File: src/rtl/keypad_event_ctrl_pkg.sv
// Shared types for the keypad event controller.
// KEYPAD_RELEASE_EVT_EN widens FIFO entries to carry the release flag.
package keypad_pkg;

  localparam int KP_CODE_W = 4;

  typedef enum logic [1:0] {
    IDLE,
    DB_PRESS,
    HELD,
    DB_RELEASE
  } kp_state_t;

  typedef struct packed {
    logic                 is_release;
    logic [KP_CODE_W-1:0] code;
  } kp_event_t;

`ifdef KEYPAD_RELEASE_EVT_EN
  localparam int KP_ENTRY_W = KP_CODE_W + 1;
`else
  localparam int KP_ENTRY_W = KP_CODE_W;
`endif

endpackage

File: src/rtl/keypad_event_ctrl_if.sv
// Host-side event handshake: valid/ready plus the head event fields and queue level.
interface keypad_event_ctrl_if
  import keypad_pkg::*;
#(
  parameter int FIFO_DEPTH = 4
) ();

  logic                        ev_valid;
  logic                        ev_ready;
  logic [KP_CODE_W-1:0]        ev_code;
  logic                        ev_release;
  logic [$clog2(FIFO_DEPTH):0] ev_level;

  modport master (
    output ev_valid,
    output ev_code,
    output ev_release,
    output ev_level,
    input  ev_ready
  );

  modport slave (
    input  ev_valid,
    input  ev_code,
    input  ev_release,
    input  ev_level,
    output ev_ready
  );

endinterface

File: src/rtl/keypad_event_ctrl_fifo.sv
// Show-ahead event FIFO with a separate level counter and drop detection.
module keypad_event_fifo #(
  parameter int DEPTH = 4,
  parameter int WIDTH = 4
) (
  input  logic                   clock,
  input  logic                   reset,
  input  logic                   push_i,
  input  logic [WIDTH-1:0]       push_data_i,
  input  logic                   pop_i,
  output logic                   valid_o,
  output logic [WIDTH-1:0]       head_o,
  output logic [$clog2(DEPTH):0] level_o,
  output logic                   drop_o
);

  localparam int PTR_W = $clog2(DEPTH);
  localparam int LVL_W = PTR_W + 1;

  logic [WIDTH-1:0] mem_q [DEPTH];
  logic [PTR_W-1:0] wr_ptr_q;
  logic [PTR_W-1:0] rd_ptr_q;
  logic [LVL_W-1:0] level_q;
  logic             empty;
  logic             full;
  logic             do_push;
  logic             do_pop;

  // A full FIFO still accepts a push when the head leaves in the same cycle.
  assign empty   = (level_q == '0);
  assign full    = (level_q == LVL_W'(DEPTH));
  assign do_pop  = pop_i && !empty;
  assign do_push = push_i && (!full || do_pop);
  assign drop_o  = push_i && full && !do_pop;

  always_ff @(posedge clock or negedge reset) begin
    if (!reset) begin
      wr_ptr_q <= '0;
      rd_ptr_q <= '0;
      level_q  <= '0;
    end else begin
      if (do_push) wr_ptr_q <= wr_ptr_q + 1'b1;
      if (do_pop)  rd_ptr_q <= rd_ptr_q + 1'b1;
      case ({do_push, do_pop})
        2'b10:   level_q <= level_q + 1'b1;
        2'b01:   level_q <= level_q - 1'b1;
        default: level_q <= level_q;
      endcase
    end
  end

  always_ff @(posedge clock) begin
    if (do_push) mem_q[wr_ptr_q] <= push_data_i;
  end

  // Storage is not reset, so the head is forced to zero whenever nothing is queued.
  assign valid_o = !empty;
  assign head_o  = empty ? '0 : mem_q[rd_ptr_q];
  assign level_o = level_q;

endmodule

File: src/rtl/keypad_event_ctrl.sv
// Debounces the keypad scanner stream into press (and optionally release) events.
// Define KEYPAD_RELEASE_EVT_EN to queue release events as well as presses.
module keypad_event_ctrl
  import keypad_pkg::*;
#(
  parameter int DEBOUNCE_CYCLES = 4,
  parameter int FIFO_DEPTH      = 4
) (
  input  logic                 clock,
  input  logic                 reset,
  input  logic [KP_CODE_W-1:0] key_code,
  input  logic                 key_valid,
  keypad_event_ctrl_if.master  ev,
  output logic                 overflow,
  input  logic                 clear_ovf
);

`ifdef KEYPAD_RELEASE_EVT_EN
  localparam bit REL_EN = 1'b1;
`else
  localparam bit REL_EN = 1'b0;
`endif

  kp_state_t             state_q, state_d;
  logic [KP_CODE_W-1:0]  cur_code_q, cur_code_d;
  logic [7:0]            cnt_q, cnt_d;
  logic [7:0]            cnt_inc;
  logic                  at_limit;
  logic                  push;
  kp_event_t             push_ev;
  logic                  drop;
  logic                  ovf_q, ovf_d;
  logic [KP_ENTRY_W-1:0] fifo_wdata;
  logic [KP_ENTRY_W-1:0] fifo_head;

  assign cnt_inc  = cnt_q + 8'd1;
  assign at_limit = (cnt_inc == 8'(DEBOUNCE_CYCLES));

  always_ff @(posedge clock or negedge reset) begin
    if (!reset) begin
      state_q    <= IDLE;
      cur_code_q <= '0;
      cnt_q      <= '0;
      ovf_q      <= 1'b0;
    end else begin
      state_q    <= state_d;
      cur_code_q <= cur_code_d;
      cnt_q      <= cnt_d;
      ovf_q      <= ovf_d;
    end
  end

  // Only one key is tracked; a new code during release debounce is a roll-over.
  always_comb begin
    state_d    = state_q;
    cur_code_d = cur_code_q;
    cnt_d      = cnt_q;
    push       = 1'b0;
    push_ev    = '0;
    case (state_q)
      IDLE: begin
        if (key_valid) begin
          cur_code_d = key_code;
          cnt_d      = 8'd1;
          state_d    = DB_PRESS;
        end
      end
      DB_PRESS: begin
        if (key_valid && (key_code == cur_code_q)) begin
          cnt_d = cnt_inc;
          if (at_limit) begin
            push    = 1'b1;
            push_ev = '{is_release: 1'b0, code: cur_code_q};
            state_d = HELD;
          end
        end else begin
          state_d = IDLE;
        end
      end
      HELD: begin
        if (!key_valid) begin
          cnt_d   = 8'd1;
          state_d = DB_RELEASE;
        end
      end
      DB_RELEASE: begin
        if (!key_valid) begin
          cnt_d = cnt_inc;
          if (at_limit) begin
            push    = REL_EN;
            push_ev = '{is_release: 1'b1, code: cur_code_q};
            state_d = IDLE;
          end
        end else if (key_code == cur_code_q) begin
          state_d = HELD;
        end else begin
          push       = REL_EN;
          push_ev    = '{is_release: 1'b1, code: cur_code_q};
          cur_code_d = key_code;
          cnt_d      = 8'd1;
          state_d    = DB_PRESS;
        end
      end
      default: state_d = IDLE;
    endcase
  end

  // A drop in the same cycle as a clear request keeps the flag set.
  always_comb begin
    ovf_d = ovf_q;
    if (drop)           ovf_d = 1'b1;
    else if (clear_ovf) ovf_d = 1'b0;
  end

  assign overflow = ovf_q;

`ifdef KEYPAD_RELEASE_EVT_EN
  assign fifo_wdata    = push_ev;
  assign ev.ev_code    = fifo_head[KP_CODE_W-1:0];
  assign ev.ev_release = fifo_head[KP_CODE_W];
`else
  logic unused_rel;
  assign unused_rel    = push_ev.is_release;
  assign fifo_wdata    = push_ev.code;
  assign ev.ev_code    = fifo_head;
  assign ev.ev_release = 1'b0;
`endif

  keypad_event_fifo #(
    .DEPTH (FIFO_DEPTH),
    .WIDTH (KP_ENTRY_W)
  ) u_fifo (
    .clock       (clock),
    .reset       (reset),
    .push_i      (push),
    .push_data_i (fifo_wdata),
    .pop_i       (ev.ev_ready),
    .valid_o     (ev.ev_valid),
    .head_o      (fifo_head),
    .level_o     (ev.ev_level),
    .drop_o      (drop)
  );

endmodule

File: src/flat_wrapper.sv
// flat-port wrapper written by rule: the top's interface ports become plain ports
module keypad_event_ctrl_flat import keypad_pkg::*;
#(
  parameter int DEBOUNCE_CYCLES = 4,
  parameter int FIFO_DEPTH      = 4
)
  (clock, reset, key_code, key_valid, overflow, clear_ovf, ev_ev_valid, ev_ev_code, ev_ev_release, ev_ev_level, ev_ev_ready);
  keypad_event_ctrl_if #(.FIFO_DEPTH(FIFO_DEPTH)) ev_i ();
  input  logic clock;
  input  logic reset;
  input  logic [KP_CODE_W-1:0] key_code;
  input  logic key_valid;
  output logic overflow;
  input  logic clear_ovf;
  output wire logic [$bits(ev_i.ev_valid)-1:0] ev_ev_valid;
  output wire logic [$bits(ev_i.ev_code)-1:0] ev_ev_code;
  output wire logic [$bits(ev_i.ev_release)-1:0] ev_ev_release;
  output wire logic [$bits(ev_i.ev_level)-1:0] ev_ev_level;
  input wire logic [$bits(ev_i.ev_ready)-1:0] ev_ev_ready;
  assign ev_ev_valid = ev_i.ev_valid;
  assign ev_ev_code = ev_i.ev_code;
  assign ev_ev_release = ev_i.ev_release;
  assign ev_ev_level = ev_i.ev_level;
  assign ev_i.ev_ready = ev_ev_ready;
  keypad_event_ctrl #(.DEBOUNCE_CYCLES(DEBOUNCE_CYCLES), .FIFO_DEPTH(FIFO_DEPTH)) u_core (.clock(clock), .reset(reset), .key_code(key_code), .key_valid(key_valid), .ev(ev_i), .overflow(overflow), .clear_ovf(clear_ovf));
endmodule
File: config.mk
export PLATFORM = sky130hd
export DESIGN_NAME = keypad_event_ctrl_flat
export DESIGN_NICKNAME = d
export VERILOG_FILES = /design/src/rtl/keypad_event_ctrl_pkg.sv /design/src/rtl/keypad_event_ctrl_if.sv /design/src/rtl/keypad_event_ctrl_fifo.sv /design/src/rtl/keypad_event_ctrl.sv /design/src/flat_wrapper.sv
export SDC_FILE = /design/constraint.sdc
export NUM_CORES = 1
export LEC_CHECK = 0
export CAP_MARGIN = 20
export CORE_MARGIN = 3
export CORE_UTILIZATION = 48
export DETAILED_ROUTE_END_ITERATION = 6
export GPL_ROUTABILITY_DRIVEN = 1
export PLACE_DENSITY_LB_ADDON = 0.3
export SYNTH_ARGS = -nofsm -noshare
export SYNTH_HDL_FRONTEND = slang
export SYNTH_HIERARCHICAL = 1
export SYNTH_SLANG_ARGS = --single-unit
File: constraint.sdc
create_clock -name clock -period 4.8 [get_ports clock]
set_input_delay 0.72 -clock clock [delete_from_list [all_inputs] [get_ports clock]]
set_output_delay 0.72 -clock clock [all_outputs]
set_load 0.03 [all_outputs]
==> results of run 1 <==
-- cells by family after synthesis --
kind of cell | count (synthesis) | synth area share
compound gates | 63 | 0.1797
xor+xnor | 10 | 0.03485
fa+ha+maj | 7 | 0.03783
buf+inv | 30 | 0.05923
flops | 38 | 0.4102
mux | 9 | 0.05774
other cells | 1 | 0.001492
simple gates | 84 | 0.2190
-- sequential cells by signal, summed over array words and instances (netlist names), named ones only --
| register | count |
|---|---|
| u_core/u_fifo/wr_ptr_q | 2 |
| u_core/u_fifo/mem_q | 16 |
| u_core/cnt_q | 8 |
| u_core/state_q | 1 |
| u_core/u_fifo/level_o | 3 |
| u_core/cur_code_q | 4 |
| u_core/overflow | 1 |
| u_core/u_fifo/rd_ptr_q | 2 |
-- worst max-delay path by stage --
stage	slack (ns)	end	depth (start not counted)
after floorplan	1.84	u_core/u_fifo/level_o[1]$_DFFE_PN0P_	13
after global placement	1.23	u_core/u_fifo/level_o[1]$_DFFE_PN0P_	11
after detailed placement	1.14	u_core/u_fifo/level_o[1]$_DFFE_PN0P_	11
after CTS	1.45	u_core/u_fifo/level_o[1]$_DFFE_PN0P_	11
after global routing	1.25	u_core/u_fifo/level_o[1]$_DFFE_PN0P_	11
final	1.40	u_core/u_fifo/level_o[1]$_DFFE_PN0P_	11
-- placed cells by master (no fill, tap or decap), types with 3 or more instances in the layout --
master,Yosys,layout
dfrtp_1,22,22
a21oi_1,21,21
clkdlybuf4s50_1,0,17
edfxtp_1,16,16
nand2_1,14,14
inv_1,12,12
and2_1,9,9
nand3_1,8,8
o22ai_1,8,8
xor2_1,7,7
o21ai_0,6,6
nor3b_1,6,6
ha_1,6,6
clkbuf_8,0,5
and3_1,5,5
nor2b_1,5,5
nand3b_1,4,4
o211ai_1,4,4
nand2b_1,4,4
mux2i_1,4,4
o221ai_1,4,4
nor2_1,4,4
mux4_2,4,4
nor3_1,3,3
buf_4,4,3
xnor2_1,3,3
-- synthesized netlist by cell type, types with 2 or more instances --
cell	instances
nor4b_2	2
buf_6	2
edfxtp_1	16
inv_1	12
o221ai_1	4
nor2_1	4
mux4_2	4
dfrtp_1	22
o21a_1	2
and4b_1	2
o22ai_1	8
and3_1	5
mux2i_1	4
o21ai_1	2
buf_2	5
clkbuf_1	6
ha_1	6
nand2_1	14
and2_1	9
nor3b_1	6
xnor2_1	3
nor3_1	3
o211ai_2	2
o211ai_1	4
or3_1	2
a21oi_1	21
nand3b_1	4
o21ai_0	6
buf_4	4
nor2b_1	5
nand2b_1	4
xor2_1	7
nand3_1	8
-- per-layer routing --
| layer | global-route usage | vias up |
|---|---|---|
| met4 | 0.04895 | 0 |
| li1 | - | 914 |
| met2 | 0.2808 | 42 |
| met1 | 0.2278 | 894 |
| met5 | 0 | - |
| met3 | 0.04472 | 5 |
-- layout make-up --
class | instances | area (um2) | share of cell area
Sequential cell | 38 | 1031 | 0.3616
Clock buffer | 5 | 68.82 | 0.02413
Clock inverter | 3 | 68.82 | 0.02413
Multi-Input combinational cell | 174 | 1334 | 0.4678
Timing Repair Buffer | 21 | 220.2 | 0.07723
Inverter | 12 | 45.04 | 0.01580
Tap cell | 67 | 83.83 | 0.02940
-- stage by stage --
step                      hold slack, ns  setup WS, ns  area [um2]  instances
after detailed placement          0.4723         1.136        2686        311
final                             0.4897         1.399        2851        320
after global routing              0.5412         1.245        2851        320
after CTS                         0.4898         1.446        2824        319
after floorplan                   0.4244         1.845        2514        242
after global placement            0.4632         1.228        2686        311
-- power breakdown --
group	switching (uW)	internal (uW)	leakage, uW
combinational	388	317	0.000580
clock	120	208	0.0000683
sequential	129	403	0.000426
==> flow_summary_export.csv, run 1 <==
group,metric,value,unit
sta,timing.fmax,0.2941,GHz
critical_path,worstPathRequired,5.01,ns
critical_path,path_cells,"clkdlybuf4s50_1 > xor2_1 > nor4_4 > nand2_4 > nor3_1 > buf_4 > or2_1 > fa_1 > o21ba_2 > o211ai_1 > a22oi_1",
clock_tree,clk_latency,0.29,ns
critical_path,startpoint,"key_code[1]",
layout,fillCellCount,438,
floorplan,io_pins,19,
critical_path,startpoint_type,"input pin",
critical_path,slowest_stage,"nor4_4",
critical_path,rr_endpoint,"u_core/u_fifo/level_o[1]$_DFFE_PN0P_",
sta,rsz0062_at_grt,"no",
sta,period_needed,3.401,ns
logic_synthesis,synth-seq-cells,38,
pwr,leakage,0.001074,uW
sta,finalHoldViolCount,0,
clock_tree,numCtsBuffers,5,
drt,vias,1855,
pwr,peakVddDrop,0.2756,mV
critical_path,reg2reg_depth,12,
clock_tree,clkSinkCount,38,
layout,syn2layout_area_growth,13.44,%
logic_synthesis,syn-num-nets,258,
worst_hold_path,min_delay_worst_endpoint,"u_core/overflow$_DFFE_PN0P_",
drt,post-route-drc-count,0,
global_route,grtUsageTotal,0.1724,
floorplan,core,4880,um2
run,drv_cap,0,
critical_path,critical_path_arrival,3.61,ns
critical_path,path_max_fanout,11,
clock_tree,cts_resized,0,
clock_tree,cts_setup_buffers,0,
logic_synthesis,synth-async-reset-ratio,0.5789,
global_route,gr-total-overflow,0,
logic_synthesis,ys_warn_count,6,
global_route,grt_pass1_wl,8342,um
sta,tightest_slew,0.9503,ns
layout,drive_above_1_share,0.1344,
placement,gp_congestion,0.7802,
logic_synthesis,synth.distinct_cells,67,
placement,port-buffer-count,17,
critical_path,critPathBufInv,2,
drt,viasPerCell,5.797,
critical_path,cpPeakStageDelay,0.65,ns
critical_path,setup.worst_path.class,"input pin to flop",
logic_synthesis,synthTopCellsByArea,"dfrtp_1 (22%), edfxtp_1 (19%), a21oi_1 (4.2%), mux4_2 (3.6%), ha_1 (3.0%)",
global_route,first_global_vias,1756,
drt,ant_nets,0,
placement,place_hpwl,3328,um
logic_synthesis,synthCells,242,
critical_path,cp_top_family,"simple AND/OR/NAND/NOR gates",
sta,worst_slew_margin_rel,0.3665,
logic_synthesis,netlist_area,2514,um2
logic_synthesis,synth_edf_count,16,
sta,slew_violations,0,
logic_synthesis,avgSynthCellArea,10.39,um2
clock_tree,cts_hold_buf,0,
clock_tree,clk_pin_slew,0.08,ns
sta,finalSetupViolCount,0,
floorplan,die_area,6141,um2
drt,met3_length,231,um
critical_path,r2r-start,"u_core/cnt_q[1]$_DFFE_PN0P_",
clock_tree,clockBufferDepth,2,
floorplan,die_x,78.37,um
drt,drt-wirelength-per-cell,15.10,um
floorplan,rows,25,
drt,dr.pass1.iters,4,
critical_path,cp-end-kind,"flop",
drt,wl_met1,2274,um
worst_hold_path,hold_path.class,"flop to flop",
drt,drt_wl_total,4831,um
pwr,finalPower,1566,uW
pwr,cellPowerDensity,549.2,nW/um2
worst_hold_path,hold-path-cell-count,1,
layout,antenna-diode-count,0,
drt,drtIter0Drc,62,
logic_synthesis,synth_top_area_share,0.2190,
layout,final_core_util,0.5844,
critical_path,reg2reg_setup_slack,1.54,ns
floorplan,start_util,0.5151,
clock_tree,cts_root_buf,"clkbuf_8",
floorplan,die_h,78.37,um
clock_tree,htree_levels,2,
global_route,antenna_found_initial,0,
clock_tree,tritoncts,"done",
logic_synthesis,ys.flop_type,"dfrtp_1",
layout,layout.nets,268,
status,status,"finished, final reports clean",
sta,fin_skew,0.002741,ns
global_route,grt_max_degree,30,
sta,min_period_over_period,0.7085,
sta,setup_tns,0,ns
drt,highest_layer,"met4",
logic_synthesis,yosysSeqAreaShare,0.4102,
worst_hold_path,min-delay-start,"u_core/overflow$_DFFE_PN0P_",
logic_synthesis,yosys.area.top_type,"dfrtp_1",
drt,dr_wl_met2,2276,um
Power figures use the tool's default switching activity.
==> run 2, diff against run 1 <==
clock period = 3.04 ns   (was 4.8 ns; I/O delays follow)
==> run 2 against run 1 <==
Against the previous run: die area unchanged; total power increased by 55%; routed wire length decreased by 0.54%; sequential cell count unchanged; largest cell class unchanged; combinational power increased by 72%; non-clock buffer count increased by 8; design area increased by 0.57%.
==> flow_summary_export.csv, run 2 (synthesis results as in run 1) <==
group,metric,value,unit
status,status,"finished, final reports clean",
pwr,cellPowerDensity,846.5,nW/um2
clock_tree,cts_root_buf,"clkbuf_8",
sta,min_period_over_period,0.9400,
drt,ant_nets,0,
floorplan,start_util,0.5151,
critical_path,critical_path_arrival,3.06,ns
layout,antenna-diode-count,0,
pwr,leakage,0.001089,uW
layout,layout_common_cells,"dfrtp_1 (22), a21oi_1 (21), clkdlybuf4s50_1 (17), edfxtp_1 (16), nand2_1 (14)",
layout,top_register,"u_core/u_fifo/mem_q",
clock_tree,clkSinkCount,38,
critical_path,cp_top_family,"compound AO/OA/AOI/OAI gates",
critical_path,endpoint,"u_core/u_fifo/level_o[1]$_DFFE_PN0P_",
worst_hold_path,hold_path.class,"flop to flop",
placement,place_hpwl,3505,um
drt,drt-wirelength-per-cell,14.65,um
layout,layout_commonest_cell,"dfrtp_1",
sta,slew_violations,0,
run,drv_cap,0,
critical_path,slowest_stage,"fa_1",
pwr,peakVddDrop,0.4117,mV
clock_tree,clockBufferDepth,2,
drt,highest_layer,"met4",
critical_path,setup.worst_path.class,"flop to flop",
placement,port-buffer-count,17,
clock_tree,htree_levels,2,
critical_path,path_max_fanout,5,
critical_path,reg2reg_setup_slack,0.18,ns
layout,layout.nets,276,
placement,gp_congestion,0.8254,
floorplan,die_area,6141,um2
layout,drive_above_1_share,0.1609,
floorplan,die_h,78.37,um
pwr,seqPwrFrac,0.326,
floorplan,rows,25,
pwr,finalPower,2427,uW
drt,post-route-drc-count,0,
critical_path,startpoint_type,"flop",
drt,drtIter0Drc,128,
layout,fillCellCount,434,
critical_path,rr_endpoint,"u_core/u_fifo/level_o[1]$_DFFE_PN0P_",
drt,vias,1848,
critical_path,critPathBufInv,1,
critical_path,crit_cells,11,
global_route,gr-total-overflow,0,
placement,dp_cells,318,
sta,timing.fmax,0.3499,GHz
clock_tree,cts_hold_buf,0,
drt,viasPerCell,5.634,
sta,finalSetupViolCount,0,
critical_path,reg2reg_depth,11,
global_route,first_global_vias,1799,
drt,dr_wl_met2,2413,um
layout,largest_reg_flops,16,
critical_path,startpoint,"u_core/cnt_q[0]$_DFFE_PN0P_",
layout,layout.cells.non_filler,328,
layout,syn2layout_area_growth,14.09,%
pwr,clkPwrFrac,0.174,
critical_path,r2r-start,"u_core/cnt_q[0]$_DFFE_PN0P_",
sta,fin_skew,0.005676,ns
drt,met3_length,131,um
global_route,grt_max_degree,29,
clock_tree,clk_pin_slew,0.08,ns
critical_path,cp-end-kind,"flop",
critical_path,worstPathRequired,3.24,ns
sta,setup_tns,0,ns
sta,setup_ws,0.1824,ns
layout,reg.largest.list,"u_core/u_fifo/mem_q (16), u_core/cnt_q (8), u_core/cur_code_q (4)",
clock_tree,clk_latency,0.29,ns
clock_tree,cts_resized,0,
clock_tree,tritoncts,"done",
pwr,p_switching,1000,uW
critical_path,path_cells,"ha_1 > nor3_2 > o211ai_2 > a221oi_4 > inv_1 > nor3_1 > or2_1 > fa_1 > o21ba_2 > o211ai_1 > a22oi_1",
placement,place_ws,0.02837,ns
clock_tree,numCtsBuffers,5,
floorplan,core,4880,um2
critical_path,cpPeakStageDelay,0.42,ns
sta,period_needed,2.858,ns
floorplan,io_pins,19,
drt,dr.pass1.iters,5,
global_route,grtUsageTotal,0.1744,
pwr,internal_power,1427,uW
floorplan,die_x,78.37,um
global_route,antenna_found_initial,0,
drt,drt_wl_total,4805,um
drt,wl_met1,2241,um
clock_tree,cts_setup_buffers,0,
sta,rsz0062_at_grt,"no",
pwr,power_frac_comb,0.500,
pwr,swShare,0.4121,
global_route,grt_pass1_wl,8549,um
sta,finalHoldViolCount,0,
## run 2: power groups by stage
| stage | combinational, uW | clock, uW | sequential, uW |
|---|---|---|---|
| after floorplan | 901 | 0 | 791 |
| after global placement | 1170 | 0 | 799 |
| after detailed placement | 1200 | 0 | 803 |
| after CTS | 1200 | 437 | 792 |
| after global routing | 1350 | 460 | 810 |
| final | 1210 | 423 | 790 |
## run 2: worst min-delay path by stage
stage	slack (ns)	end	depth (start not counted)	from
floorplan	0.16	async pin	0	reset
global placement	0.46	u_core/overflow$_DFFE_PN0P_	1	u_core/overflow$_DFFE_PN0P_
detailed placement	0.50	u_core/overflow$_DFFE_PN0P_	1	u_core/overflow$_DFFE_PN0P_
CTS	0.52	u_core/cnt_q[0]$_DFFE_PN0P_	2	reset
global route	0.54	u_core/cnt_q[4]$_DFFE_PN0P_	2	reset
finish	0.51	u_core/overflow$_DFFE_PN0P_	1	u_core/overflow$_DFFE_PN0P_
## run 2: layout make-up
class	instances	area, um2	area share
tap	67	83.83	0.02923
timing repair buffer	29	260.3	0.09075
sequential	38	1031	0.3595
clock inverter	3	45.04	0.01571
inverter	12	45.04	0.01571
clock buffer	5	68.82	0.02400
multi-input combinational	174	1334	0.4651
## run 2: metal layers
layer  global-route usage  vias to the layer above
met5                    0                        -
met1               0.2348                      884
met4              0.04720                        0
li1                     -                      931
met2               0.2885                       31
met3              0.03326                        2
## run 2: per-stage QoR
stage | cell area (um2) | util | hold slack (ns)
floorplan | 2514 | - | 0.1604
global placement | 2739 | 0.5613 | 0.4631
detailed placement | 2739 | 0.5613 | 0.5049
CTS | 2853 | 0.5846 | 0.5223
global route | 2868 | 0.5877 | 0.5365
finish | 2868 | 0.5877 | 0.5084
==> run 3, diff against run 2 <==
CORE_UTILIZATION = 53   (was 48)
HOLD_SLACK_MARGIN = 0.03   (was not set)
==> run 3 against run 2 <==
Against the previous run: setup slack better by 0.061 ns; critical endpoint unchanged; critical path type unchanged; first-iteration DRC count increased by 0.78%; via count increased by 3.4%.
==> flow_summary_export.csv, run 3 (synthesis results as in run 1) <==
group,metric,value,unit
clock_tree,htree_levels,2,
clock_tree,cts_resized,0,
layout,antenna-diode-count,0,
clock_tree,clockBufferDepth,2,
clock_tree,tritoncts,"done",
floorplan,die_h,74.87,um
clock_tree,cts_setup_buffers,0,
critical_path,startpoint,"u_core/cnt_q[0]$_DFFE_PN0P_",
critical_path,reg2reg_setup_slack,0.24,ns
critical_path,path_max_fanout,3,
floorplan,die_area,5605,um2
placement,port-buffer-count,17,
critical_path,rr_endpoint,"u_core/u_fifo/level_o[1]$_DFFE_PN0P_",
clock_tree,cts_hold_buf,0,
clock_tree,numCtsBuffers,5,
global_route,gr-total-overflow,0,
sta,period_needed,2.797,ns
sta,fin_skew,0.005310,ns
floorplan,io_pins,19,
sta,min_period_over_period,0.9201,
pwr,leakage,0.001083,uW
drt,viasPerCell,6.125,
critical_path,reg2reg_depth,11,
drt,vias,1911,
sta,finalSetupViolCount,0,
worst_hold_path,min_delay_worst_endpoint,"u_core/overflow$_DFFE_PN0P_",
sta,timing.fmax,0.3575,GHz
layout,layout_common_cells,"dfrtp_1 (22), a21oi_1 (21), clkdlybuf4s50_1 (17), edfxtp_1 (16), nand2_1 (14)",
status,status,"finished, final reports clean",
layout,drive_above_1_share,0.1577,
floorplan,start_util,0.5618,
global_route,first_global_vias,1747,
floorplan,core,4474,um2
layout,layout_commonest_cell,"dfrtp_1",
worst_hold_path,min-delay-start,"u_core/overflow$_DFFE_PN0P_",
global_route,grt_pass1_wl,8728,um
clock_tree,cts_root_buf,"clkbuf_8",
floorplan,rows,24,
critical_path,startpoint_type,"flop",
critical_path,setup.worst_path.class,"flop to flop",
drt,drt-wirelength-per-cell,17.31,um
drt,post-route-drc-count,0,
layout,reg.largest.list,"u_core/u_fifo/mem_q (16), u_core/cnt_q (8), u_core/cur_code_q (4)",
critical_path,r2r-start,"u_core/cnt_q[0]$_DFFE_PN0P_",
sta,finalHoldViolCount,0,
drt,ant_nets,0,
global_route,grtUsageTotal,0.2087,
layout,syn2layout_area_growth,13.04,%
placement,place_hpwl,3784,um
sta,slew_violations,0,
layout,layout.nets,275,
run,drv_cap,0,
sta,rsz0062_at_grt,"no",
worst_hold_path,hold_path.class,"flop to flop",
placement,gp_congestion,0.8515,
drt,drtIter0Drc,129,
clock_tree,clkSinkCount,38,
global_route,antenna_found_initial,0,
critical_path,critical_path_arrival,3.00,ns
pwr,finalPower,2454,uW
layout,largest_reg_flops,16,
critical_path,cp-end-kind,"flop",
clock_tree,clk_pin_slew,0.08,ns
pwr,cellPowerDensity,863.8,nW/um2
layout,final_core_util,0.6351,
floorplan,die_x,74.87,um
critical_path,worstPathRequired,3.24,ns
drt,drt_wl_total,5402,um
worst_hold_path,hold-path-cell-count,1,
clock_tree,clk_latency,0.29,ns
global_route,grt_max_degree,29,
pwr,peakVddDrop,0.3641,mV
layout,top_register,"u_core/u_fifo/mem_q",
drt,dr.pass1.iters,4,
[run 3: changes by cell type in the layout (fill, tap and decap cells not counted), sizes merged]
cell,delta
buf,-1
[run 3: worst max-delay path: stages (launching register included)]
cell	delay, ns
dfrtp_1	0.38
ha_1	0.24
nor3_2	0.21
o211ai_2	0.11
a221oi_4	0.30
inv_1	0.07
nor3_1	0.28
or2_1	0.17
fa_1	0.42
o21ba_2	0.24
o211ai_1	0.07
a22oi_1	0.21
[run 3: power by group]
| group | internal [uW] | switching [uW] | total, uW |
|---|---|---|---|
| clock network | 244 | 188 | 432 |
| logic | 537 | 688 | 1220 |
| registers | 638 | 160 | 798 |
[run 3: worst max path at each step]
stage | slack (ns) | to
2_1_floorplan | 0.08 | u_core/u_fifo/level_o[1]$_DFFE_PN0P_
3_3_place_gp | 0.11 | u_core/u_fifo/level_o[1]$_DFFE_PN0P_
3_5_place_dp | -0.03 | u_core/u_fifo/level_o[1]$_DFFE_PN0P_
4_1_cts | 0.24 | u_core/u_fifo/level_o[1]$_DFFE_PN0P_
5_1_grt | 0.06 | u_core/u_fifo/level_o[1]$_DFFE_PN0P_
6_report | 0.24 | u_core/u_fifo/level_o[1]$_DFFE_PN0P_
[run 3: layout make-up]
class / instances / area [um2]
clock inverter: 3 / 45.04
fill: 377 / 1633
tap: 52 / 65.06
inverter: 12 / 45.04
clock buffer: 5 / 68.82
multi-input combinational: 174 / 1334
timing repair buffer: 28 / 252.7
sequential: 38 / 1031
[run 3: metal layers]
layer	share of wire	track usage
met1	0.45	0.2856
met2	0.50	0.3298
met3	0.037	0.04005
met5	0	0
met4	0.013	0.07708
[run 3: per-stage QoR]
stage / cell area [um2] / setup TNS, ns / std cells / hold slack (ns) / setup slack, ns
5_1_grt: 2841 / 0 / 312 / 0.5252 / 0.05687
3_5_place_dp: 2728 / -0.03356 / 304 / 0.4764 / -0.03356
3_3_place_gp: 2728 / 0 / 304 / 0.4661 / 0.1107
4_1_cts: 2841 / 0 / 312 / 0.4954 / 0.2388
6_report: 2841 / 0 / 312 / 0.4893 / 0.2430
2_1_floorplan: 2514 / 0 / 242 / 0.1604 / 0.08450
